[src/rtl/morse_pkg.sv]
// Shared Morse digit definitions: FSM states, element durations in units,
// and the digit-to-pattern table used by both the transmitter and decoder.
package morse_pkg;

    // Transmit scheduler states
    typedef enum logic [2:0] {
        IDLE,
        LOAD,
        MARK,
        GAP,
        CGAP
    } morse_state_e;

    // Element durations in Morse time units
    localparam int DOT_UNITS  = 1;
    localparam int DASH_UNITS = 3;
    localparam int EGAP_UNITS = 1;
    localparam int CGAP_UNITS = 3;

    // Five-element pattern, MSB is sent first, 1 = dash, 0 = dot
    typedef struct packed {
        logic       valid;
        logic [4:0] pattern;
    } morse_code_t;

    function automatic morse_code_t digit_to_pattern(input logic [3:0] digit);
        morse_code_t code;
        code.valid = 1'b1;
        case (digit)
            4'd0:    code.pattern = 5'b11111;
            4'd1:    code.pattern = 5'b01111;
            4'd2:    code.pattern = 5'b00111;
            4'd3:    code.pattern = 5'b00011;
            4'd4:    code.pattern = 5'b00001;
            4'd5:    code.pattern = 5'b00000;
            4'd6:    code.pattern = 5'b10000;
            4'd7:    code.pattern = 5'b11000;
            4'd8:    code.pattern = 5'b11100;
            4'd9:    code.pattern = 5'b11110;
            default: begin
                code.valid   = 1'b0;
                code.pattern = 5'b00000;
            end
        endcase
        return code;
    endfunction

    function automatic logic digit_is_legal(input logic [3:0] digit);
        return (digit <= 4'd9);
    endfunction

endpackage

[src/rtl/morse_digit_fifo.sv]
// Four-entry, four-bit synchronous digit FIFO with asynchronous active-low
// reset. Head entry is presented combinationally on data_o.
module morse_digit_fifo (
    input  logic       clk,
    input  logic       rst,
    input  logic       push_i,
    input  logic       pop_i,
    input  logic [3:0] data_i,
    output logic [3:0] data_o,
    output logic       full_o,
    output logic       empty_o
);
    logic [3:0] mem_q [4];
    logic [1:0] wrPtr_q;
    logic [1:0] rdPtr_q;
    logic [2:0] count_q;
    logic       doPush;
    logic       doPop;

    assign full_o  = (count_q == 3'd4);
    assign empty_o = (count_q == 3'd0);
    assign data_o  = mem_q[rdPtr_q];
    assign doPush  = push_i && !full_o;
    assign doPop   = pop_i && !empty_o;

    // Storage, pointers and occupancy, all cleared by reset
    always_ff @(posedge clk or negedge rst) begin
        if (!rst) begin
            for (int i = 0; i < 4; i++) begin
                mem_q[i] <= 4'd0;
            end
            wrPtr_q <= 2'd0;
            rdPtr_q <= 2'd0;
            count_q <= 3'd0;
        end else begin
            if (doPush) begin
                mem_q[wrPtr_q] <= data_i;
                wrPtr_q        <= wrPtr_q + 2'd1;
            end
            if (doPop) begin
                rdPtr_q <= rdPtr_q + 2'd1;
            end
            count_q <= count_q + {2'b00, doPush} - {2'b00, doPop};
        end
    end

endmodule

[src/rtl/morse_digit_tx.sv]
// Morse digit transmitter: accepts decimal digits over valid/ready and
// plays each one out on the registered mors line as five dot/dash marks.
// Optional feature macro MORSE_DIGIT_TX_FIFO_EN adds a 4-entry digit FIFO;
// without it a single holding register is used and input stalls while busy.
module morse_digit_tx
    import morse_pkg::*;
#(
    parameter int UNIT_CYCLES = 4
) (
    input  logic       clk,
    input  logic       rst,
    input  logic       in_valid,
    input  logic [3:0] in_digit,
    output logic       in_ready,
    output logic       mors,
    output logic       busy,
    output logic       err
);
    localparam logic [7:0] CYC_LAST  = 8'(UNIT_CYCLES - 1);
    localparam logic [1:0] DOT_LAST  = 2'(DOT_UNITS - 1);
    localparam logic [1:0] DASH_LAST = 2'(DASH_UNITS - 1);
    localparam logic [1:0] EGAP_LAST = 2'(EGAP_UNITS - 1);
    localparam logic [1:0] CGAP_LAST = 2'(CGAP_UNITS - 1);

    morse_state_e state_q, state_d;
    logic [7:0]   cycCnt_q, cycCnt_d;
    logic [1:0]   unitCnt_q, unitCnt_d;
    logic [2:0]   idx_q, idx_d;
    logic [4:0]   pat_q, pat_d;
    logic [3:0]   hold_q, hold_d;
    logic         rdyEn_q;
    logic         mors_q;
    logic         err_q;

    logic         xfer;
    logic         legalXfer;
    logic         illegalXfer;
    logic         unitTick;
    logic         phaseDone;
    logic         curDash;
    logic [1:0]   lastUnit;
    morse_code_t  loadCode;

`ifdef MORSE_DIGIT_TX_FIFO_EN
    logic         fifoPush;
    logic         fifoPop;
    logic         fifoFull;
    logic         fifoEmpty;
    logic [3:0]   fifoData;
    logic         takeNow;

    morse_digit_fifo uFifo (
        .clk     (clk),
        .rst     (rst),
        .push_i  (fifoPush),
        .pop_i   (fifoPop),
        .data_i  (in_digit),
        .data_o  (fifoData),
        .full_o  (fifoFull),
        .empty_o (fifoEmpty)
    );

    assign in_ready = rdyEn_q && !fifoFull;
    assign busy     = (state_q != IDLE) || !fifoEmpty;
`else
    assign in_ready = rdyEn_q && (state_q == IDLE);
    assign busy     = (state_q != IDLE);
`endif

    assign xfer        = in_valid && in_ready;
    assign legalXfer   = xfer && digit_is_legal(in_digit);
    assign illegalXfer = xfer && !digit_is_legal(in_digit);
    assign unitTick    = (cycCnt_q == CYC_LAST);
    assign curDash     = pat_q[3'd4 - idx_q];
    assign phaseDone   = unitTick && (unitCnt_q == lastUnit);
    assign mors        = mors_q;
    assign err         = err_q;

    // Length of the current phase, expressed as its last unit index
    always_comb begin
        lastUnit = 2'd0;
        case (state_q)
            MARK:    lastUnit = curDash ? DASH_LAST : DOT_LAST;
            GAP:     lastUnit = EGAP_LAST;
            CGAP:    lastUnit = CGAP_LAST;
            default: lastUnit = 2'd0;
        endcase
    end

    // Sequencing: pick up digits, walk the five elements, then the character gap
    always_comb begin
        state_d  = state_q;
        idx_d    = idx_q;
        pat_d    = pat_q;
        hold_d   = hold_q;
        loadCode = digit_to_pattern(hold_q);
`ifdef MORSE_DIGIT_TX_FIFO_EN
        fifoPop  = 1'b0;
        takeNow  = (state_q == IDLE) || ((state_q == CGAP) && phaseDone);
        fifoPush = legalXfer && !(takeNow && fifoEmpty);
`endif
        case (state_q)
            IDLE: begin
                if (legalXfer) begin
                    hold_d  = in_digit;
                    state_d = LOAD;
                end
            end
            LOAD: begin
                pat_d   = loadCode.valid ? loadCode.pattern : 5'b00000;
                idx_d   = 3'd0;
                state_d = MARK;
            end
            MARK: begin
                if (phaseDone) begin
                    state_d = (idx_q == 3'd4) ? CGAP : GAP;
                end
            end
            GAP: begin
                if (phaseDone) begin
                    idx_d   = idx_q + 3'd1;
                    state_d = MARK;
                end
            end
            CGAP: begin
                if (phaseDone) begin
`ifdef MORSE_DIGIT_TX_FIFO_EN
                    if (!fifoEmpty) begin
                        hold_d  = fifoData;
                        fifoPop = 1'b1;
                        state_d = LOAD;
                    end else if (legalXfer) begin
                        hold_d  = in_digit;
                        state_d = LOAD;
                    end else begin
                        state_d = IDLE;
                    end
`else
                    state_d = IDLE;
`endif
                end
            end
            default: state_d = IDLE;
        endcase
    end

    // Cycle and unit timers restart on every state entry so phases are exact
    always_comb begin
        cycCnt_d  = cycCnt_q;
        unitCnt_d = unitCnt_q;
        if ((state_d != state_q) || (state_q == IDLE)) begin
            cycCnt_d  = 8'd0;
            unitCnt_d = 2'd0;
        end else if (unitTick) begin
            cycCnt_d  = 8'd0;
            unitCnt_d = unitCnt_q + 2'd1;
        end else begin
            cycCnt_d = cycCnt_q + 8'd1;
        end
    end

    // State, timers, latched pattern and registered outputs
    always_ff @(posedge clk or negedge rst) begin
        if (!rst) begin
            state_q   <= IDLE;
            cycCnt_q  <= 8'd0;
            unitCnt_q <= 2'd0;
            idx_q     <= 3'd0;
            pat_q     <= 5'd0;
            hold_q    <= 4'd0;
            rdyEn_q   <= 1'b0;
            mors_q    <= 1'b0;
            err_q     <= 1'b0;
        end else begin
            state_q   <= state_d;
            cycCnt_q  <= cycCnt_d;
            unitCnt_q <= unitCnt_d;
            idx_q     <= idx_d;
            pat_q     <= pat_d;
            hold_q    <= hold_d;
            rdyEn_q   <= 1'b1;
            mors_q    <= (state_q == MARK);
            err_q     <= illegalXfer;
        end
    end

endmodule
[config.mk]
export PLATFORM = sky130hd
export DESIGN_NAME = morse_digit_tx
export DESIGN_NICKNAME = d
export VERILOG_FILES = /design/src/rtl/morse_pkg.sv /design/src/rtl/morse_digit_fifo.sv /design/src/rtl/morse_digit_tx.sv
export SDC_FILE = /design/constraint.sdc
export NUM_CORES = 1
export LEC_CHECK = 0
export ABC_CLOCK_PERIOD_IN_PS = 4200
export BUFFER_PORTS_ARGS = -buffer_cell sky130_fd_sc_hd__buf_2
export CAP_MARGIN = 20
export CELL_PAD_IN_SITES_DETAIL_PLACEMENT = 1
export CELL_PAD_IN_SITES_GLOBAL_PLACEMENT = 2
export CORE_MARGIN = 2
export CORE_UTILIZATION = 25
export DETAILED_ROUTE_END_ITERATION = 6
export GPL_TIMING_DRIVEN = 1
export PLACE_DENSITY = 0.63
export REMOVE_ABC_BUFFERS = 1
export SLEW_MARGIN = 40
export SYNTH_ARGS = -nofsm -noshare
export SYNTH_HDL_FRONTEND = slang
export SYNTH_HIERARCHICAL = 1
export SYNTH_SLANG_ARGS = --single-unit
[constraint.sdc]
create_clock -name clk -period 4.2 [get_ports clk]
set_input_delay 0.84 -clock clk [delete_from_list [all_inputs] [get_ports clk]]
set_output_delay 0.84 -clock clk [all_outputs]
set_load 0.005 [all_outputs]
==> impl_results.md, run 1 <==
- Status: complete, no violations
- Worst-path clk slew: 100 ps
- Avg Inst Size Synth: 9.58 µm²
- Port bufs: 10
- Worst slew pin tran: 678 ps
- Final Hold Viols: 0
- Total global routing track utilization: 11.7%
- Die H: 82.0 µm
- Antenna violations before repair: 0
- Synth warn: 6
- Site Rows: 28
- Post-CTS Setup Bufs: 0
- Hold_ws: 487 ps
- Fmax: 415 MHz
- Slowest cell delay on critical path: 580 ps
- ANT nets after route: 0
- Hold Path Class: reg2reg
- Drt first pass iters: 4
- CTS buffer count: 3
- Die area: 0.00673 mm²
- TritonCTS sink count: 28
- Post-Route WL: 3.49 mm
- Synth cell count leaders: dfrtp_1, nor2_1, nand2_1
- Max-Cap Viols: 0
- Root buffer selected by CTS: clkbuf_8
- Fin crit period: 2410 ps
- Maximum vdd drop: 0.148 mV
- RSZ-0062 raised after global routing: no
- Largest net degree at the start of global routing: 29
- Core Footprint: 0.00592 mm²
- Io pins: 11
- Synthesized area: 0.00152 mm²
- R2R cell count: 7
- Diodes inserted: 0
- Final period utilization: 57.4%
- EDFF count, synth: 0
- Placer Congestion: 0.767
- Hold Path Depth: 1
- Leak: 0.000777 µW
- Fillcell total: 693
- Worst-path cell chain: nor3_1, and2_1, buf_2
- CP Buf/Inv Count: 1
- Crit Path Class: reg2out
- Dominant synthesized flop cell: dfrtp_1
- Vias per inst: 4.85
- Setup tns final: 0 ps
- Post-cts sizing count: 0
- Drt first-iter violations: 69
- Area Overhead vs Synth: 11.8%
- Worst path top cell family by delay: simple AND/OR/NAND/NOR gates
- Clock Latency Late Sink: 270 ps
- Slowest-stage cell, CP: dfrtp_1
- Critical R2R Capture: state_q[1]$_DFF_PN0_
- Die X-Extent: 82.0 µm
- Most frequent cell after synthesis: dfrtp_1
- WL/cell: 14.5 µm
- Power Density: 288 mW/mm²
- Initial Util: 25.7%
- Critical path arrival: 1570 ps
- Max FO, Critical Path: 16
- Hold Startpoint: cycCnt_q[0]$_DFF_PN0_
- Yosys top cell by area: dfrtp_1
- Clock buffer depth: 2
- Synth area leaders: dfrtp_1, nor2_1, mux2_2, ha_1, o21ai_0
- Synth unique cells: 46
- Hold EP: cycCnt_q[0]$_DFF_PN0_
- Post-synthesis cell count: 159
- Post-layout nets: 178
- CTS tree: done
- Layout cells sized above 1: 16.9%
- DR vias: 1168
- Global-route wire length before repair: 6.15 mm
- Setup Viol. Count Final: 0
- Post-detail-place hpwl: 2.64 mm
- Fraction of registers with async set/reset: 100%
- Global route overflow: 0
- Reg2reg setup slack: 2050 ps
- Critical path endpoint category: output port
- Final Max Slew Viols: 0
- Top cell type's share of synthesized area: 46.0%
- Crit path required time: 3360 ps
- RR Startpoint: idx_q[0]$_DFFE_PN0P_
- DRC: 0
- H-tree depth: 1
- #FFs+latches synth: 28
- CTS Hold Bufs: 0
- Vias in the first global route: 1287
- Sequential share of the synthesized area: 46.0%
- Final Skew: 3.80 ps
- Worst rel slew slack: 54.8%
- Crit path launch type: flip-flop
where the power goes:
part / total (µW) / internal [µW] / switching, µW / leakage [µW]
registers: 270 / 270 / 0.0899 / 0.000354
logic: 8.99 / 2.15 / 6.84 / 0.000387
clock network: 211 / 128 / 83.9 / 0.0000357
metal layers:
| metal | part of all wire [%] | vias to the layer above | GRT usage, % |
|---|---|---|---|
| met5 | 0 | - | 0 |
| li1 | - | 571 | - |
| met2 | 48 | 21 | 19.8 |
| met3 | 3.5 | 2 | 2.97 |
| met1 | 48 | 574 | 15.7 |
| met4 | 0.32 | 0 | 1.00 |
worst max-delay path by stage:
stage,endpoint,depth (start not counted),slack [ps],start
detailed placement,in_ready,3,2070,state_q[1]$_DFF_PN0_
CTS,in_ready,3,1740,state_q[1]$_DFF_PN0_
global route,in_ready,3,1600,state_q[1]$_DFF_PN0_
floorplan,state_q[2]$_DFF_PN0_,7,2260,idx_q[0]$_DFFE_PN0P_
global placement,state_q[2]$_DFF_PN0_,7,2180,idx_q[0]$_DFFE_PN0P_
finish,in_ready,3,1790,state_q[1]$_DFF_PN0_
layout by cell type, fill, tap and decap left out, types with 2 or more instances in the layout:
master	count
a21oi_1	8
a22o_1	2
a31oi_1	2
and3_1	3
buf_2	10
clkbuf_8	3
dfrtp_1	28
ha_1	4
inv_1	7
mux2_2	5
nand2_1	11
nand2b_1	2
nand3_1	8
nor2_1	24
nor2b_1	2
nor3_1	2
o21ai_0	9
o41ai_1	2
xnor2_1	3
xor2_1	5
worst reg2reg max path: cells and delay by family (launching register included):
family,cells,cell delay (ps)
adders and majority gates,1,370
AOI/OAI and AO/OA,3,610
buffers and inverters,1,110
muxes,1,360
xor gates and xnor gates,1,160
DFF,1,450
cell families (layout without fill, tap and decap cells):
family	after synthesis	count (layout)	share of synthesized area, %
buf+inv	14	21	4.03
simple gates	62	62	20.8
compound gates	34	34	15.0
flops	28	28	46.0
xor+xnor	8	8	4.60
other cells	1	1	0.246
mux	8	8	6.08
fa+ha+maj	4	4	3.29
cell type report:
cell class	instances	area, µm²	area share (%)
Clock buffer	3	41.3	2.42
Clock inverter	1	30.0	1.76
Inverter	7	26.3	1.54
Multi-Input combinational cell	117	761	44.7
Sequential cell	28	701	41.1
Tap cell	75	93.8	5.51
Timing Repair Buffer	10	50.0	2.94
stage by stage:
stage	power, µW	instances	util (%)	instance area, µm²	setup WS [ps]
after global routing	515	241	28.8	1700	1600
after floorplan	276	152	-	1490	2260
after detailed placement	285	237	27.6	1630	2070
after global placement	285	237	27.6	1630	2180
after CTS	504	241	28.8	1700	1740
final	490	241	28.8	1700	1790
sequential cells by signal (all words and copies together), names as in the netlist:
signal	count
hold_q	4
idx_q	3
pat_q	5
cycCnt_q	8
rdyEn_q	1
err	1
unitCnt_q	2
state_q	3
mors	1
(Power assumes the default switching activity.)
==> run 2, diff against run 1 <==
--- a/config.mk
+++ b/config.mk
@@ -5,7 +5,7 @@
 export SDC_FILE = /design/constraint.sdc
 export NUM_CORES = 1
 export LEC_CHECK = 0
-export ABC_CLOCK_PERIOD_IN_PS = 4200
+export ABC_CLOCK_PERIOD_IN_PS = 2300
 export BUFFER_PORTS_ARGS = -buffer_cell sky130_fd_sc_hd__buf_2
 export CAP_MARGIN = 20
 export CELL_PAD_IN_SITES_DETAIL_PLACEMENT = 1
==> constraint.sdc (replaced) <==
create_clock -name clk -period 2.3 [get_ports clk]
set_input_delay 0.46 -clock clk [delete_from_list [all_inputs] [get_ports clk]]
set_output_delay 0.46 -clock clk [all_outputs]
set_load 0.005 [all_outputs]
==> run 2 against run 1 <==
Net effect:
- sequential power grew 83%
- routed wire length shrank 3.6%
- non-clock buffer count grew 2
- global-route usage shrank 0.43 points
- critical path type is now reg2reg
==> impl_results.md, run 2 (synthesis gave the netlist of run 1 again) <==
- Status: complete, no violations
- Worst rel slew slack: 56.6%
- Setup Viol. Count Final: 0
- Reg2reg setup slack: 160 ps
- Commonest cells after routing, fill and taps aside: dfrtp_1, nor2_1, nand2_1, buf_2, o21ai_0
- Most common library cell in the layout ignoring fill and taps: dfrtp_1
- DRC: 0
- Worst slew pin tran: 651 ps
- Critical path endpoint category: flip-flop
- Initial Util: 25.7%
- Port bufs: 10
- Placer Congestion: 0.758
- Post-CTS Setup Bufs: 0
- Antenna violations before repair: 0
- Global-route wire length before repair: 5.95 mm
- Final Hold Viols: 0
- Crit path launch type: flip-flop
- Post-detail-place hpwl: 2.57 mm
- Critical path arrival: 2320 ps
- Post-layout nets: 180
- Core Footprint: 0.00592 mm²
- Site Rows: 28
- Global route overflow: 0
- Root buffer selected by CTS: clkbuf_8
- Layout cells sized above 1: 17.9%
- Power Density: 525 mW/mm²
- RSZ-0062 raised after global routing: no
- ANT nets after route: 0
- Die area: 0.00673 mm²
- Final total power: 902 µW
- H-tree depth: 1
- Crit path required time: 2470 ps
- Fmax: 467 MHz
- Final Max Slew Viols: 0
- Hold_ws: 195 ps
- Worst-path clk slew: 100 ps
- Clock Latency Late Sink: 280 ps
- CTS tree: done
- Die H: 82.0 µm
- Slowest cell delay on critical path: 450 ps
- Total global routing track utilization: 11.3%
- Io pins: 11
- Setup tns final: 0 ps
- Post-cts sizing count: 0
- Final period utilization: 93.1%
- Top Registers: cycCnt_q (8), pat_q (5), hold_q (4)
- Area Overhead vs Synth: 12.8%
- CTS Hold Bufs: 0
- Die X-Extent: 82.0 µm
- Most flops, register: cycCnt_q
- TritonCTS sink count: 28
- Worst-path cell chain: inv_1, ha_1, mux2_2, a22oi_2, a21oi_2, xnor2_1, a41o_1
- Final Skew: 0.627 ps
- Diodes inserted: 0
- Slowest-stage cell, CP: dfrtp_1
- RR Startpoint: idx_q[0]$_DFFE_PN0P_
- Leak: 0.000786 µW
- Fin crit period: 2140 ps
- Largest net degree at the start of global routing: 29
- Max-Cap Viols: 0
- Drt first-iter violations: 32
- WL/cell: 13.8 µm
- Crit Path Class: reg2reg
- Vias per inst: 4.85
- Post-Route WL: 3.36 mm
- Hold Path Class: in2async
- Max FO, Critical Path: 6
- Vias in the first global route: 1250
- Clock buffer depth: 2
- Drt first pass iters: 4
- Max reg flops: 8
- CTS buffer count: 3
- Critical R2R Capture: state_q[2]$_DFF_PN0_
- DR vias: 1178
- Maximum vdd drop: 0.210 mV
- R2R cell count: 7
[run 2: cell types whose count changed in the layout (fill, tap and decap cells not counted)]
cell	before	now
buf_4	0	2
[run 2: layout make-up]
| type | instances | area, µm² |
|---|---|---|
| clock inverter | 1 | 30.0 |
| clock buffer | 3 | 41.3 |
| tap | 75 | 93.8 |
| inverter | 7 | 26.3 |
| timing repair buffer | 12 | 65.1 |
| fill | 679 | 4200 |
| sequential | 28 | 701 |
| multi-input combinational | 117 | 761 |
[run 2: where the power goes]
part           switching [µW]  leakage (µW)  total (µW)  internal [µW]
registers               0.184      0.000354         493            493
clock network             160     0.0000357         393            233
logic                    12.2      0.000397        16.1           3.93
total                     172      0.000786         902            730
[run 2: per-stage QoR]
stage	util, %	setup WS (ps)	instance area [µm²]	std cells
finish	29.0	159	1720	243
CTS	29.0	163	1720	243
detailed placement	27.8	163	1650	239
global placement	27.8	267	1650	239
floorplan	-	361	1490	152
global route	29.0	22.1	1720	243
[run 2: per-layer routing]
layer	track usage (%)	vias to the layer above	wire length (µm)	part of all wire, %
li1	-	574	-	-
met3	2.64	2	101	3.0
met1	15.4	589	1660	49
met5	0	-	0	0
met2	18.6	13	1580	47
met4	1.50	0	12	0.36
[run 2: worst max-delay path by stage]
| stage | from | to | slack, ps |
|---|---|---|---|
| floorplan | idx_q[0]$_DFFE_PN0P_ | state_q[2]$_DFF_PN0_ | 360 |
| global placement | idx_q[0]$_DFFE_PN0P_ | state_q[2]$_DFF_PN0_ | 270 |
| detailed placement | idx_q[0]$_DFFE_PN0P_ | state_q[2]$_DFF_PN0_ | 160 |
| CTS | idx_q[0]$_DFFE_PN0P_ | state_q[2]$_DFF_PN0_ | 160 |
| global route | idx_q[0]$_DFFE_PN0P_ | state_q[2]$_DFF_PN0_ | 20 |
| finish | idx_q[0]$_DFFE_PN0P_ | state_q[2]$_DFF_PN0_ | 160 |
[run 2: worst max-delay path, delay by kind of cell, from the launching register on]
| family | cells | cell delay [ps] |
|---|---|---|
| xor+xnor | 1 | 160 |
| buf+inv | 1 | 110 |
| compound gates | 3 | 610 |
| mux | 1 | 350 |
| fa+ha+maj | 1 | 360 |
| flops | 1 | 450 |
